<file path="src/rtl/m_exc_cp0_pkg.sv">
// m_exc_cp0_pkg: shared exception codes, CP0 indices, bit positions and default address map
package m_exc_cp0_pkg;
  localparam logic [4:0] EXC_INT  = 5'd0;
  localparam logic [4:0] EXC_ADEL = 5'd4;
  localparam logic [4:0] EXC_ADES = 5'd5;
  localparam logic [4:0] EXC_RI   = 5'd10;
  localparam logic [4:0] EXC_OV   = 5'd12;
  localparam logic [4:0] CP0_SR    = 5'd12;
  localparam logic [4:0] CP0_CAUSE = 5'd13;
  localparam logic [4:0] CP0_EPC   = 5'd14;
  localparam logic [4:0] CP0_PRID  = 5'd15;
  localparam int SR_IE    = 0;
  localparam int SR_EXL   = 1;
  localparam int SR_IM_LO = 10;
  localparam int CAUSE_BD = 31;
  localparam int CAUSE_IP_LO  = 10;
  localparam int CAUSE_EXC_LO = 2;
  localparam logic [31:0] DEF_DM_TOP   = 32'h0000_2fff;
  localparam logic [31:0] DEF_DEV_BASE = 32'h0000_7f00;
  localparam logic [31:0] DEF_DEV_TOP  = 32'h0000_7f1b;
  localparam logic [31:0] DEF_PRID     = 32'h0000_0007;
  localparam logic [31:0] DEF_HANDLER  = 32'h0000_4180;
endpackage

</file>
<file path="src/rtl/m_exc_cp0_addr_check.sv">
// m_addr_check: combinational alignment/range classifier for loads (AdEL) and stores (AdES)
module m_addr_check
  import m_exc_cp0_pkg::*;
#(
  parameter logic [31:0] DM_TOP   = DEF_DM_TOP,
  parameter logic [31:0] DEV_BASE = DEF_DEV_BASE,
  parameter logic [31:0] DEV_TOP  = DEF_DEV_TOP
) (
  input  logic        i_bop,
  input  logic        i_hop,
  input  logic        i_wop,
  input  logic        i_loadop,
  input  logic        i_storeop,
  input  logic [31:0] i_addr,
  input  logic        i_addr_ov,
  output logic [4:0]  o_code
);
  logic w_in_dm, w_in_dev, w_fault;
  // the timer COUNT register sits at DEV_BASE+8 and cannot be stored to
  always_comb begin
    w_in_dm  = i_addr <= DM_TOP;
    w_in_dev = (i_addr >= DEV_BASE) && (i_addr <= DEV_TOP);
    w_fault  = (i_wop && i_addr[1:0] != 2'b00) || (i_hop && i_addr[0]) || i_addr_ov ||
               !(w_in_dm || w_in_dev) || ((i_bop || i_hop) && w_in_dev) ||
               (i_storeop && i_addr == DEV_BASE + 32'd8);
    o_code   = !w_fault ? EXC_INT : i_loadop ? EXC_ADEL : i_storeop ? EXC_ADES : EXC_INT;
  end
endmodule

</file>
<file path="src/rtl/m_exc_cp0.sv">
// m_exc_cp0: M-stage exception detection, CP0 register file and interrupt arbitration
module m_exc_cp0
  import m_exc_cp0_pkg::*;
#(
  parameter int          NUM_HWINT = 6,
  parameter logic [31:0] DM_TOP    = DEF_DM_TOP,
  parameter logic [31:0] DEV_BASE  = DEF_DEV_BASE,
  parameter logic [31:0] DEV_TOP   = DEF_DEV_TOP,
  parameter logic [31:0] PRID      = DEF_PRID,
  parameter logic [31:0] HANDLER   = DEF_HANDLER
) (
  input  logic                 clk,
  input  logic                 reset,
  input  logic                 i_m_valid,
  input  logic [31:0]          i_m_pc,
  input  logic                 i_m_bd,
  input  logic [4:0]           i_exc_in,
  input  logic                 i_bop,
  input  logic                 i_hop,
  input  logic                 i_wop,
  input  logic                 i_loadop,
  input  logic                 i_storeop,
  input  logic [31:0]          i_addr,
  input  logic                 i_addr_ov,
  input  logic                 i_alu_ov,
  input  logic [NUM_HWINT-1:0] i_hwint,
  input  logic                 i_cp0_we,
  input  logic [4:0]           i_cp0_addr,
  input  logic [31:0]          i_cp0_wdata,
  input  logic                 i_eret,
  output logic [31:0]          o_cp0_rdata,
  output logic [31:0]          o_epc,
  output logic                 o_req,
  output logic [4:0]           o_exc_code_out
);
  logic [5:0]           r_im;
  logic                 r_exl, r_ie, r_bd;
  logic [NUM_HWINT-1:0] r_ip;
  logic [4:0]           r_exccode;
  logic [31:0]          r_epc;
  logic [4:0]           w_ac_code, w_code, w_req_code;
  logic                 w_int_req, w_exc_req;
  logic [31:0]          w_pc_al, w_epc_new, w_sr, w_cause;
  logic [5:0]           w_ip6;

  m_addr_check #(.DM_TOP(DM_TOP), .DEV_BASE(DEV_BASE), .DEV_TOP(DEV_TOP)) u_addr_check (
    .i_bop(i_bop), .i_hop(i_hop), .i_wop(i_wop), .i_loadop(i_loadop), .i_storeop(i_storeop),
    .i_addr(i_addr), .i_addr_ov(i_addr_ov), .o_code(w_ac_code)
  );

  // classify M instruction and arbitrate; interrupts use the live lines, not the registered IP
  always_comb begin
    w_code         = i_exc_in != 5'd0 ? i_exc_in : w_ac_code != 5'd0 ? w_ac_code : i_alu_ov ? EXC_OV : EXC_INT;
    o_exc_code_out = i_m_valid ? w_code : 5'd0;
    w_int_req      = |(i_hwint & r_im[NUM_HWINT-1:0]) && r_ie && !r_exl && i_m_valid;
    w_exc_req      = o_exc_code_out != 5'd0 && !r_exl;
    o_req          = w_int_req || w_exc_req;
    w_req_code     = w_int_req ? EXC_INT : o_exc_code_out;
    w_pc_al        = i_m_pc & ~32'h3;
    w_epc_new      = i_m_bd ? w_pc_al - 32'd4 : w_pc_al;
  end

  // register read mux; reads see state before any same-cycle write
  always_comb begin
    w_ip6       = 6'(r_ip);
    w_sr        = {16'b0, r_im, 8'b0, r_exl, r_ie};
    w_cause     = {r_bd, 15'b0, w_ip6, 3'b0, r_exccode, 2'b0};
    o_cp0_rdata = i_cp0_addr == CP0_SR    ? w_sr :
                  i_cp0_addr == CP0_CAUSE ? w_cause :
                  i_cp0_addr == CP0_EPC   ? r_epc :
                  i_cp0_addr == CP0_PRID  ? PRID : 32'd0;
    o_epc       = r_epc;
  end

  // CP0 state: a taken event overrides any mtc0/eret in the same cycle
  always_ff @(posedge clk) begin
    if (reset) begin
      r_im      <= '0;
      r_exl     <= 1'b0;
      r_ie      <= 1'b0;
      r_bd      <= 1'b0;
      r_ip      <= '0;
      r_exccode <= '0;
      r_epc     <= '0;
    end else begin
      r_ip <= i_hwint;
      if (o_req) begin
        r_exl     <= 1'b1;
        r_exccode <= w_req_code;
        r_bd      <= i_m_bd;
        r_epc     <= w_epc_new;
      end else begin
        if (i_eret) r_exl <= 1'b0;
        if (i_cp0_we && i_cp0_addr == CP0_SR) begin
          r_im  <= i_cp0_wdata[SR_IM_LO +: 6];
          r_exl <= i_cp0_wdata[SR_EXL];
          r_ie  <= i_cp0_wdata[SR_IE];
        end
        if (i_cp0_we && i_cp0_addr == CP0_EPC) r_epc <= i_cp0_wdata;
      end
    end
  end
endmodule

</file>
<file path="config.mk">
export PLATFORM = sky130hd
export DESIGN_NAME = m_exc_cp0
export DESIGN_NICKNAME = d
export VERILOG_FILES = /design/src/rtl/m_exc_cp0_pkg.sv /design/src/rtl/m_exc_cp0_addr_check.sv /design/src/rtl/m_exc_cp0.sv
export SDC_FILE = /design/constraint.sdc
export NUM_CORES = 1
export LEC_CHECK = 0
export ABC_AREA = 0
export BUFFER_PORTS_ARGS = -buffer_cell sky130_fd_sc_hd__buf_2
export CAP_MARGIN = 10
export CORE_ASPECT_RATIO = 1.5
export CORE_MARGIN = 2
export CORE_UTILIZATION = 45
export DETAILED_ROUTE_END_ITERATION = 12
export MAX_ROUTING_LAYER = met4
export PLACE_DENSITY = 0.84
export SYNTH_ARGS = -nofsm -noshare
export SYNTH_HDL_FRONTEND = slang
export SYNTH_HIERARCHICAL = 1
export SYNTH_SLANG_ARGS = --single-unit
export TNS_END_PERCENT = 30
</file>
<file path="constraint.sdc">
create_clock -name clk -period 4 [get_ports clk]
set_clock_uncertainty 0.05 [all_clocks]
set_input_delay 0 -clock clk [delete_from_list [all_inputs] [get_ports clk]]
set_output_delay 0 -clock clk [all_outputs]
set_load 0.01 [all_outputs]
</file>
==> run metrics <==
final non-filler cell total 760; mapped cell area 0.003498 mm^2; max_cap viols 0; Slowest Stage Delay on Critical Path 0.52 ns; RSZ-0062 raised after global routing no; setup total negative slack 0 ns; IO buf count 192; Post-Place Cells 716; Worst Reg2Reg Path Length in Cells 6; commonest cells after routing, fill and taps aside buf_2 (192), nor2_1 (57), dfxtp_1 (52); top-area cell type share of the netlist area 29.76%; switch share 28.00%; Post-synth EDFFs 0; ys flop type dfxtp_1; CP arrival 3.33 ns; Setup crit end kind flip-flop; worst setup path class input pin to flip-flop; flop-to-flop setup slack 1.83 ns; Core ar. 0.007564 mm^2; # diodes 0; Nets 783; H-tree depth 2; Slew Limit Fails 0; # setup viols final 0; Yosys cell types 58; Final Critical Period 3.212 ns; post-synth top area cell dfxtp_1; ys async rst share 0%; WP data required 4.12 ns; status completed; die height 112.0 um; Met2 Routed Length 7.045 mm; internal power 1.020 mW; hold endpoint o_epc[27]; Post-Synthesis Cells 447; global route overflow 0; crit path max-delay cell type or4b_1; Remaining DRCs 0; Max-Slew Margin vs Limit 20.38%; Max clock buf depth 2; first-pass GRT wire length 20.15 mm; synth-to-layout area growth 43.85%; DR top layer met4; leakage power 2.278 nW; Routed WL per cell 17.18 um; Least-Margin Pin Slew 1.191 ns; Peak VDD IR 327.4 uV; post-synthesis sequential area ratio 29.76%; Clk pwr share 35.9%; Hold Crit Class input pin to flip-flop; hold depth 3; most common library cell in the layout ignoring fill and taps buf_2; worst reg2reg endpoint o_epc[29]; Ports 195; worst-skew pair later-pin latency 0.29 ns; layout cells sized above 1 35.41%; Synth area leaders dfxtp_1 (30%), nor2_1 (6.2%), xnor2_1 (6.0%); Seq pwr share 40.8%; Detailed Route WL 13.06 mm; HP Start i_m_pc[27]; pwr dens 281.4 mW/mm^2; initial drt markers 226; initial core utilization 46.25%; gr usage total 30.12%; Mapped Avg Cell Area 7.826 um^2; Vias/cell 5.753; RD Place Congestion 0.8553; Met3 Wirelength 1.051 mm; Hold Vio Cnt, Final 0; CTS tree yes; antenna viol nets, final 0; cell breakdown of the critical path buf_2 -> or4b_1 -> or3_1 -> o31ai_2 -> a21oi_1 -> nor4_1 -> a41oi_1 -> nor2_2 -> buf_4 -> nor2_1 -> a311oi_1; CTS clk-pin slew, worst paths 0.07 ns; Met1 Wirelength 4.569 mm; R2R Path Start r_exl; CP Max Fanout 29; cts repair resizes 0; Detail Placement HPWL 9.140 mm; Final Util 66.53%; CTS Root Cell clkbuf_16; switching power total 0.3966 mW; Yosys Warn Count 6; largest net degree at the start of global routing 48; Die X 75.99 um; DIE AREA 0.008510 mm^2; detailed-route via count 4372; Logic pwr share 23.3%; drt first pass iters 5; initial antenna violation count 0; row count 39; fin crit share 80.30%; post-synthesis register bit count 52; Inserted Clock Buffers 5; CP startpoint kind input pin; Fmax achieved 311.3 MHz; clock sink count 52; vias in the first global route 4208
-- synth_stat cells (3+ instances only) --
library cell  number
nor2_1            58
dfxtp_1           52
nand2_1           34
nand3_1           29
a21oi_1           26
clkbuf_1          24
xnor2_1           24
and3_1            23
mux2i_1           18
a311oi_1          15
a211oi_1          12
nor3_1            12
nor2b_1           11
a22oi_1           10
a31o_2             8
nor4_1             8
inv_1              5
nand4_1            5
o21ai_0            5
or3_1              5
a31oi_1            4
nand3b_1           4
and2_1             3
buf_2              3
buf_4              3
nor4_2             3
xor2_1             3
-- power groups by stage --
| stage | logic, mW | clock network (mW) | registers, mW |
|---|---|---|---|
| floorplan | 0.143 | 0 | 0.594 |
| global placement | 0.287 | 0 | 0.587 |
| detailed placement | 0.294 | 0 | 0.588 |
| CTS | 0.322 | 0.513 | 0.577 |
| global route | 0.357 | 0.535 | 0.581 |
| finish | 0.331 | 0.508 | 0.578 |
-- state kept, by name, summed over array words and instances, names as in the netlist --
register	flops
r_im	6
r_bd	1
r_exl	1
r_exccode	5
r_ie	1
o_epc	32
r_ip	6
-- timing repair --
item,CTS,global route
setup buffers,0,0
hold buffers,36,0
hold endpoints to repair,42,0
-- cells by family (layout without fill, tap and decap cells) --
family / Yosys count / in the layout / share of synthesized area [%]
other cells: 1 / 3 / 0.1072
mux: 20 / 20 / 5.794
fa+ha+maj: 1 / 1 / 0.3576
flops: 52 / 52 / 29.76
xor+xnor: 27 / 27 / 6.760
buf+inv: 39 / 248 / 4.864
compound gates: 90 / 90 / 18.03
simple gates: 217 / 217 / 34.34
-- cell type report --
| cell class | instances | area, um^2 |
|---|---|---|
| Tap cell | 102 | 127.6 |
| Fill cell | 637 | 2531 |
| Multi-Input combinational cell | 358 | 2297 |
| Clock inverter | 2 | 38.79 |
| Timing Repair Buffer | 234 | 1366 |
| Inverter | 6 | 22.52 |
| Clock buffer | 6 | 138.9 |
| Sequential cell | 52 | 1041 |
-- routing by layer --
metal | vias to the layer above | track usage, %
met1 | 2011 | 29.73
met4 | 0 | 14.06
met2 | 266 | 56.73
li1 | 2058 | -
met3 | 37 | 5.267
met5 | - | -
-- stage by stage --
| stage | area [um^2] | setup slack (ns) | hold WS (ns) | power [mW] |
|---|---|---|---|---|
| detailed placement | 4494 | 0.6180 | 0.1901 | 0.8821 |
| finish | 5032 | 0.7880 | 0.01096 | 1.416 |
| CTS | 5032 | 0.9075 | 0.001613 | 1.413 |
| floorplan | 3506 | 1.151 | 0.07818 | 0.7372 |
| global placement | 4494 | 0.7792 | 0.1765 | 0.8736 |
| global route | 5032 | 0.5837 | 0.02508 | 1.473 |
-- critical path: cells and delay by family --
kind,cells,cell delay (ns)
simple gates,5,1.67
compound gates,4,1.21
buf+inv,2,0.44
-- worst max path at each step --
stage                         start        to  slack, ns  cells past startpoint
after global placement        i_hop  o_epc[7]       0.78                     11
after CTS                     i_hop  o_epc[8]       0.91                     11
final                         i_hop  o_epc[5]       0.79                     11
after global routing          i_hop  o_epc[5]       0.58                     11
after floorplan           i_addr[5]      r_ie       1.15                      9
after detailed placement      i_hop  o_epc[8]       0.62                     11
No activity file was read; power rests on OpenSTA's default activity.
